$ cat src/rtl/muxn_skid.sv
// muxn_skid: N-way data selector feeding a two-entry skid buffer.
// A beat carries the selected channel (or zero for an out-of-range select).
// MAIN drives the output; SKID absorbs the one beat that arrives while MAIN
// is stalled, so in_ready can be a plain register with no path from out_ready.
module muxn_skid #(
    parameter int WIDTH  = 64,
    parameter int NUM_IN = 3,
    parameter int SEL_W  = 2
) (
    input  logic                    clk,
    input  logic                    reset,
    input  logic [NUM_IN*WIDTH-1:0] in_data,
    input  logic [SEL_W-1:0]        sel,
    input  logic                    in_valid,
    output logic                    in_ready,
    output logic [WIDTH-1:0]        out_data,
    output logic                    out_valid,
    input  logic                    out_ready,
    output logic                    sel_err,
    output logic [7:0]              err_cnt,
    input  logic                    err_clr
);

    // One extra bit so NUM_IN = 2**SEL_W still compares correctly.
    localparam logic [SEL_W:0] NUM_IN_W = (SEL_W+1)'(NUM_IN);

    logic [WIDTH-1:0] sel_val;
    logic             sel_ok;
    logic [WIDTH-1:0] main_data;
    logic             main_valid;
    logic [WIDTH-1:0] skid_data;
    logic             skid_valid;
    logic             in_ready_q;
    logic             sel_err_q;
    logic [7:0]       err_cnt_q;

    logic accept;
    logic pop;
    logic load_main;
    logic load_skid;
    logic move_skid;
    logic bad_acc;

    function automatic logic [7:0] sat_inc(input logic [7:0] v);
        return (v == 8'hFF) ? v : v + 8'd1;
    endfunction

    assign sel_ok = ({1'b0, sel} < NUM_IN_W);

    // Channel selection; out-of-range selects yield an all-zero beat.
    always_comb begin
        sel_val = '0;
        for (int k = 0; k < NUM_IN; k++) begin
            if (sel_ok && ({1'b0, sel} == (SEL_W+1)'(k)))
                sel_val = in_data[k*WIDTH +: WIDTH];
        end
    end

    assign accept    = in_valid && in_ready_q;
    assign pop       = main_valid && out_ready;
    // An accept implies SKID is empty, so the new beat goes to MAIN whenever
    // MAIN is free or draining this cycle, otherwise it parks in SKID.
    assign load_main = accept && (!main_valid || pop);
    assign load_skid = accept && main_valid && !pop;
    // SKID full means no accept this cycle; a pop promotes SKID into MAIN.
    assign move_skid = pop && skid_valid;
    assign bad_acc   = accept && !sel_ok;

    // Occupancy control: entry valid bits and the registered ready.
    always_ff @(posedge clk or posedge reset) begin
        if (reset) begin
            main_valid <= 1'b0;
            skid_valid <= 1'b0;
            in_ready_q <= 1'b1;
        end else begin
            if (load_main || move_skid)
                main_valid <= 1'b1;
            else if (pop)
                main_valid <= 1'b0;

            if (load_skid) begin
                skid_valid <= 1'b1;
                in_ready_q <= 1'b0;
            end else if (move_skid) begin
                skid_valid <= 1'b0;
                in_ready_q <= 1'b1;
            end
        end
    end

    // MAIN payload; cleared on reset because it is visible on out_data.
    always_ff @(posedge clk or posedge reset) begin
        if (reset)
            main_data <= '0;
        else if (load_main)
            main_data <= sel_val;
        else if (move_skid)
            main_data <= skid_data;
    end

    // SKID payload; only meaningful while skid_valid, so no reset needed.
    always_ff @(posedge clk) begin
        if (load_skid)
            skid_data <= sel_val;
    end

    // Sticky select error and saturating count; a new error wins over a clear.
    always_ff @(posedge clk or posedge reset) begin
        if (reset) begin
            sel_err_q <= 1'b0;
            err_cnt_q <= 8'd0;
        end else if (bad_acc) begin
            sel_err_q <= 1'b1;
            err_cnt_q <= err_clr ? 8'd1 : sat_inc(err_cnt_q);
        end else if (err_clr) begin
            sel_err_q <= 1'b0;
            err_cnt_q <= 8'd0;
        end
    end

    assign in_ready  = in_ready_q;
    assign out_valid = main_valid;
    assign out_data  = main_data;
    assign sel_err   = sel_err_q;
    assign err_cnt   = err_cnt_q;

endmodule

$ cat config.mk
export PLATFORM = sky130hd
export DESIGN_NAME = muxn_skid
export DESIGN_NICKNAME = d
export VERILOG_FILES = /design/src/rtl/muxn_skid.sv
export SDC_FILE = /design/constraint.sdc
export NUM_CORES = 1
export LEC_CHECK = 0
export CORE_AREA = 3 3 183 131
export DETAILED_ROUTE_END_ITERATION = 8
export DIE_AREA = 0 0 186 134
export SYNTH_ARGS = -nofsm -noshare
export SYNTH_HDL_FRONTEND = slang
export SYNTH_SLANG_ARGS = --single-unit
$ cat constraint.sdc
create_clock -name clk -period 4.35 [get_ports clk]
set_input_delay 1.305 -clock clk [delete_from_list [all_inputs] [get_ports clk]]
set_output_delay 1.305 -clock clk [all_outputs]
set_load 0.01 [all_outputs]
== After elaboration in Yosys (flattened, before gate mapping) ==
Index checks and enable logic that the tools add are counted.

* Input bits: 199
* Logic and storage cells: 51
* Register bits: 140

* Mux-type cells: 17
* $add $sub $neg: 1
* Eq/ne operators: 4
* Reductions and logical operators: 21
* Order comparisons: 1

{| class="wikitable"
|+ Operators with widths
! cell !! count
|-
| $mux 64 || 5
|-
| $mux 8 || 4
|-
| $logic_and 1x1->1 || 10
|-
| $add 8x1->8 const B || 1
|-
| $eq 8x8->1 const B || 1
|-
| $mux 1 || 8
|-
| $reduce_bool 2->1 || 4
|-
| $logic_not 1->1 || 3
|-
| $eq 2x1->1 const B || 1
|-
| $eq 2x2->1 const B || 1
|-
| $logic_not 2->1 || 1
|-
| $logic_or 1x1->1 || 2
|-
| $lt 2x2->1 const B || 1
|-
| $ne 2x2->1 const B || 1
|-
| $reduce_and 2->1 || 1
|}

== Depth between registers and ports, before layout ==
Gate-level depths: netlist (run 1).

* Depth in word-level cells: 6
* Depth in mapped cells: 7
* Depth with buffers taken out: 5

== Least setup slack after synthesis (run 1) ==
OpenSTA, ideal clock, no wires.

* Path type: input port to flip-flop
* From: in out_ready
* To: reg skid_data[0] (enable)
* Arrival: 4.172 ns
* Setup time: 0.486 ns
* Stages: 2
* Buffers on the path: 0
* Data required time: 3.864 ns
* Slack: -0.308 ns
* Cell sequence: nand2b_1 > nor2_1

* Longest elaborated chain between the ends: 3

{| class="wikitable"
|+ RTL lines
! item !! line !! source
|-
| from (decl) || 18 || <nowiki>input logic out_ready,</nowiki>
|-
| $logic_and 1x1->1 || 60 || <nowiki>assign pop = main_valid && out_ready;</nowiki>
|-
| $logic_not 1->1 || 64 || <nowiki>assign load_skid = accept && main_valid && !pop;</nowiki>
|-
| $logic_and 1x1->1 || 64 ||
|-
| named net load_skid || 40 || <nowiki>logic load_skid;</nowiki>
|-
| to (signal assigned) || 104 || <nowiki>skid_data <= sel_val;</nowiki>
|-
| to (decl) || 31 || <nowiki>logic [WIDTH-1:0] skid_data;</nowiki>
|}

The timed path passes the listed nets, and every way through them passes these cells.
A chain may end at the register's enable or synchronous reset.

== Final worst setup path (run 1) ==
* From: in out_ready
* To: reg main_data[2] (netlist: out_data[2])

* Longest elaborated chain between the ends: 4
* Elaborated cells between the ends (all ways): 6

{| class="wikitable"
|+ RTL lines
! item !! line !! source
|-
| $logic_and 1x1->1 * || 60 ||
|-
| $logic_or 1x1->1 || 63 || <nowiki>assign load_main = accept && (!main_valid || pop);</nowiki>
|-
| $logic_and 1x1->1 || 63 ||
|-
| $mux 64 or $reduce_bool 2->1 (tied branches) || - ||
|-
| to (signal assigned) || 96 || <nowiki>main_data <= sel_val;</nowiki>
|-
| to (signal assigned) || 98 || <nowiki>main_data <= skid_data;</nowiki>
|-
| to (decl) || 29 || <nowiki>logic [WIDTH-1:0] main_data;</nowiki>
|}

Every way passes the cells marked *; elsewhere a longest branch is shown, timed or not.

==> flow_summary.toml, run 1 <==
[status]
status = "finished clean"

[drt]
avgRoutedWirePerCell_um = 17.1
drt-total-wl_um = 20100
num_vias = 5623
first_iter_violations = 315
drc_errors = 0
routed_via_density = 4.77
ant_nets = 0
drtPass1Iterations = 4

[synth]
synth.yosys.seq_area_share = 0.574
synth-async-reset-ratio = 0.543
syn_avg_cell_area_um2 = 10.7
ys_top_cells_by_count = "dfrtp_1 (75), nor2_1 (71), inv_1 (69)"
synth_cell_types = 30
syn_area_um2 = 6660
synth_top_area_share = 0.288
ys.flop_type = "dfrtp_1"
synthCells = 623
synthTopCellsByArea = "edfxtp_1 (29%), dfrtp_1 (28%), mux2i_1 (9.8%)"
ys_ff_latch = 140
synth_top_area_cell = "edfxtp_1"
synth_nets = 823
synth_edf_count = 64
yosysMostFrequentCell = "dfrtp_1"
ys_warn_count = 0

[worst_setup_path]
ff2ff_path_depth = 5
path_max_fanout = 34
crit_chain = "clkdlybuf4s50_1 > nand2b_1 > nand3_2 > buf_12 > o21ai_1"
path_class = "in -> reg"
worstReg2RegStart = "in_ready"
slowest_delay_ps = 620
rrSetupSlack_ps = 2320
slowest_stage = "nand3_2"
cp.arrival_ps = 3360
crit_required_ps = 4680
critical_path.startpoint_type = "primary input"
cpLargestDelayFamily = "buffers and inverters"
critPathBufInv = 2
r2r-end = "out_data[2]"
cp-end-kind = "flip-flop"

[cts]
cts.sinks = 140
ctsResizeCount = 0
cts_hold_buf = 0
htreeDepth = 4
cts_tree = "done"
cts_setup_buffers = 0
cts_made_buffers = 17
clockBufferDepth = 2
cts-root-buf = "clkbuf_16"
clock_latency_ps = 410
clkSlewWorstSetupHoldPaths_ps = 60

[timing]
finalSetupViolCount = 0
timing.setup.tns_ps = 0
slew_headroom = 0.497
worst_pin_slew_ps = 753
period_minus_slack_ps = 3030
skew_ps = 7.74
max_freq_ghz = 0.331
hold_viol_final = 0
timing.final.max_slew_violations = 0
post-route-period-util = 0.696
hold_ws_ps = 474
rsz0062_at_grt = "false"
fin_ws_ps = 1320

[die]
fp.dieArea_um2 = 24900
coreArea_um2 = 22400
start_util = 0.297
io_pins = 274
die_w_um = 186
rows = 46
fp.dieH_um = 134

[power]
cellPowerDensity_nw_per_um2 = 365
clock_power_share = 0.372
switching_share = 0.246
peakVddDrop_v = 0.000224
power_frac_seq = 0.420
p_switching_uw = 916
p_int_uw = 2800
power.leakage_uw = 0.00425
p_comb_frac = 0.208

[worst_hold_path]
hold_path_end = "out_data[50]"
hp-start = "skid_data[50]"
min_path_cells = 2
hold_path_class = "reg -> reg"

[global_routing]
grt_pass1_vias = 5490
track_usage = 0.158
grt_pass1_wl_um = 30400
grt-ovfl-total = 0
antenna_found_initial = 0
grt_max_degree = 66

[cells_and_area]
seq_area_um2 = 3820
multi_input_area_um2 = 2330
nets = 1079
n_antenna_cell = 0
layout-drive-gt1-share = 0.0516
areaGrowthSynthToFinish_pct = 52.9
fillCellCount = 2139

[placement]
pre_cts_slack_ps = 830
place_hpwl_um = 14400
portBuffers = 273
gp_congestion = 0.720

[flow_run]
cap_violations = 0
-- per-stage QoR --
stage | std cells | utilization | cell area, um2 | total power [uW]
after floorplan | 623 | - | 6670 | 1880
after global placement | 1148 | 0.429 | 9620 | 2370
after detailed placement | 1148 | 0.429 | 9620 | 2380
after CTS | 1179 | 0.454 | 10200 | 3770
after global routing | 1179 | 0.454 | 10200 | 3900
final | 1179 | 0.454 | 10200 | 3720
-- final cells by class --
cell class | count | area share
multi-input cells | 370 | 0.229
repair buffers | 281 | 0.280
inverters | 69 | 0.0256
clock inverters | 10 | 0.0118
flip-flops and latches | 140 | 0.376
well taps | 288 | 0.0354
clock buffers | 21 | 0.0432
-- flip-flops by register name (all words and copies together) (netlist names) --
register,count
err_cnt,8
in_ready,1
out_data,64
out_valid,1
sel_err,1
skid_data,64
skid_valid,1
-- how the worst max path moves through the flow --
stage | start | endpoint | slack, ps | cells past startpoint
floorplan | out_ready | skid_data[0] | 760 | 2
global placement | out_ready | out_data[55] | 920 | 5
detailed placement | out_ready | out_data[16] | 830 | 5
CTS | out_ready | out_data[14] | 1290 | 5
global route | out_ready | out_data[22] | 1160 | 5
finish | out_ready | out_data[2] | 1320 | 5
-- metal layers --
metal  vias to the layer above  track usage  routed length (um)
met5                         -            0                   0
met4                         0       0.0356                 170
met3                        12       0.0634                2260
met2                       229        0.241                8740
met1                      2644        0.212                8970
li1                       2738            -                   -
-- power groups by stage --
stage	clock (uW)	sequential, uW	combinational, uW
CTS	1420	1570	789
finish	1380	1560	775
detailed placement	0	1590	786
global route	1480	1580	847
floorplan	0	1630	254
global placement	0	1590	779
-- layout by cell type, fill, tap and decap left out, types with 5 or more instances in the layout --
cell type	n
clkdlybuf4s50_1	271
inv_1	68
o21ai_1	64
clkbuf_16	17
nand2_1	6
a31oi_1	5
dfrtp_1	75
nor2_1	70
edfxtp_1	64
a22oi_1	64
a21oi_1	68
buf_12	5
mux2i_1	65
-- cells by family (layout without fill, tap and decap cells) --
group / count (synthesis) / in the layout / share of synthesized area
XOR/XNOR: 1 / 1 / 0.00131
buffers and inverters: 113 / 381 / 0.0796
AND/OR/NAND/NOR: 92 / 92 / 0.0584
adder cells (fa/ha/maj): 1 / 1 / 0.00188
flip-flops: 140 / 140 / 0.574
multiplexers: 65 / 65 / 0.0977
AO/OA/AOI/OAI: 211 / 211 / 0.187
-- worst reg2reg max path, delay by kind of cell, from the launching register on --
family                 cells  cell delay [ps]
AO/OA/AOI/OAI              3              510
AND/OR/NAND/NOR            1              400
buffers and inverters      1              400
flip-flops                 1              610
Note: power is estimated with default switching activity, not from simulation.
==> run 2, diff against run 1 <==
==> constraint.sdc (replaced) <==
create_clock -name clk -period 2.9 [get_ports clk]
set_input_delay 0.87 -clock clk [delete_from_list [all_inputs] [get_ports clk]]
set_output_delay 0.87 -clock clk [all_outputs]
set_load 0.01 [all_outputs]
==> flow_summary.toml, run 2 (synthesis results as in run 1) <==
[status]
status = "finished clean"

[worst_setup_path]
cp-startpoint = "in_ready"
slowest_stage = "dfstp_2"
path_max_fanout = 8
worstReg2RegStart = "in_ready"
cp.arrival_ps = 1580
path_class = "reg -> out"
rrSetupSlack_ps = 1220
crit_required_ps = 2030
critical_path.startpoint_type = "flip-flop"
slowest_delay_ps = 600
cp-end-kind = "primary output"
endpoint = "in_ready"
cp.depth = 1
crit_chain = "clkdlybuf4s50_1"
cpLargestDelayFamily = "flip-flops"
critPathBufInv = 1
r2r-end = "out_data[63]"
ff2ff_path_depth = 5

[global_routing]
antenna_found_initial = 1
grt-ovfl-total = 0
grt_util_met3 = 0.0651
track_usage = 0.155
top_usage_layer = "met2"
grt_pass1_wl_um = 30100
grt_util_met2 = 0.247
grt_pass1_vias = 5612
grtUsageMet1 = 0.197
grt_max_degree = 65

[placement]
portBuffers = 273
placed_area_um2 = 9690
place_hpwl_um = 14300
gp_congestion = 0.771

[timing]
rsz0062_at_grt = "false"
hold_viol_final = 0
max_freq_ghz = 0.408
worst_pin_slew_ps = 957
timing.setup.tns_ps = 0
period_minus_slack_ps = 2450
slew_headroom = 0.360
post-route-period-util = 0.845
finalSetupViolCount = 0
skew_ps = 11.9
timing.final.max_slew_violations = 0

[die]
start_util = 0.297
coreArea_um2 = 22400
die_w_um = 186
fp.dieArea_um2 = 24900
rows = 46
fp.dieH_um = 134
io_pins = 274

[worst_hold_path]
hold_path_class = "reg -> reg"
hp-start = "skid_data[23]"

[cts]
htreeDepth = 4
cts.sinks = 140
cts_hold_buf = 0
cts_made_buffers = 17
clock_latency_ps = 420
cts-root-buf = "clkbuf_16"
cts_tree = "done"
cts_setup_buffers = 0
clkSlewWorstSetupHoldPaths_ps = 60
clockBufferDepth = 2
ctsResizeCount = 0

[drt]
drc_errors = 0
drtPass1Iterations = 7
ant_nets = 0
drt-total-wl_um = 19700
first_iter_violations = 211
avgRoutedWirePerCell_um = 16.7
routed_via_density = 4.70
num_vias = 5563

[power]
clock_power_share = 0.360
switching_share = 0.250
p_switching_uw = 1370
power_frac_seq = 0.427
fin_total_pwr_uw = 5490
peakVddDrop_v = 0.000327
cellPowerDensity_nw_per_um2 = 536
p_int_uw = 4110
p_comb_frac = 0.213
power.leakage_uw = 0.00428

[cells_and_area]
layout_common_cells = "clkdlybuf4s50_1 (271), dfrtp_1 (75), nor2_1 (70)"
design_area_um2 = 10200
mostFrequentLayoutCell = "clkdlybuf4s50_1"
nets = 1083
n_antenna_cell = 0
layout-drive-gt1-share = 0.0580
areaGrowthSynthToFinish_pct = 53.6

[flow_run]
cap_violations = 0
run 2: power groups by stage:
stage	registers, uW	logic [uW]	clock network (uW)
after floorplan	2440	381	0
after CTS	2350	1190	2040
final	2340	1170	1970
after global routing	2360	1280	2120
after detailed placement	2380	1190	0
after global placement	2380	1170	0
run 2: how the worst min path moves through the flow:
stage,endpoint,slack [ps],cells after the start
after floorplan,out_data[0],460,2
after global placement,out_data[12],460,2
after global routing,out_data[42],490,2
final,out_data[23],470,2
after CTS,out_data[46],480,2
after detailed placement,out_data[41],470,2
run 2: cell type report:
| type | instances | area [um2] |
|---|---|---|
| fillers | 2153 | 12200 |
| flip-flops and latches | 140 | 3820 |
| repair buffers | 285 | 2920 |
| multi-input cells | 370 | 2330 |
| clock buffers | 23 | 478 |
| well taps | 288 | 360 |
| inverters | 69 | 260 |
| clock inverters | 9 | 63.8 |
run 2: layer usage:
metal	wire length, um	vias up
met2	8620	231
met5	13	-
met4	156	2
li1	-	2748
met1	8660	2568
met3	2270	14
run 2: through the flow:
| step | setup WS (ps) | utilization | instances | hold WS [ps] |
|---|---|---|---|---|
| after floorplan | 93.3 | - | 623 | 455 |
| after global placement | 391 | 0.432 | 1152 | 458 |
| after detailed placement | 330 | 0.432 | 1152 | 468 |
| after CTS | 420 | 0.456 | 1184 | 478 |
| after global routing | 386 | 0.456 | 1184 | 493 |
| final | 450 | 0.456 | 1184 | 473 |
run 2: tightest hold or removal path, cell delays in order (launching register included):
cell and delay (ps):
edfxtp_1 320, a22oi_1 60, o21ai_1 70
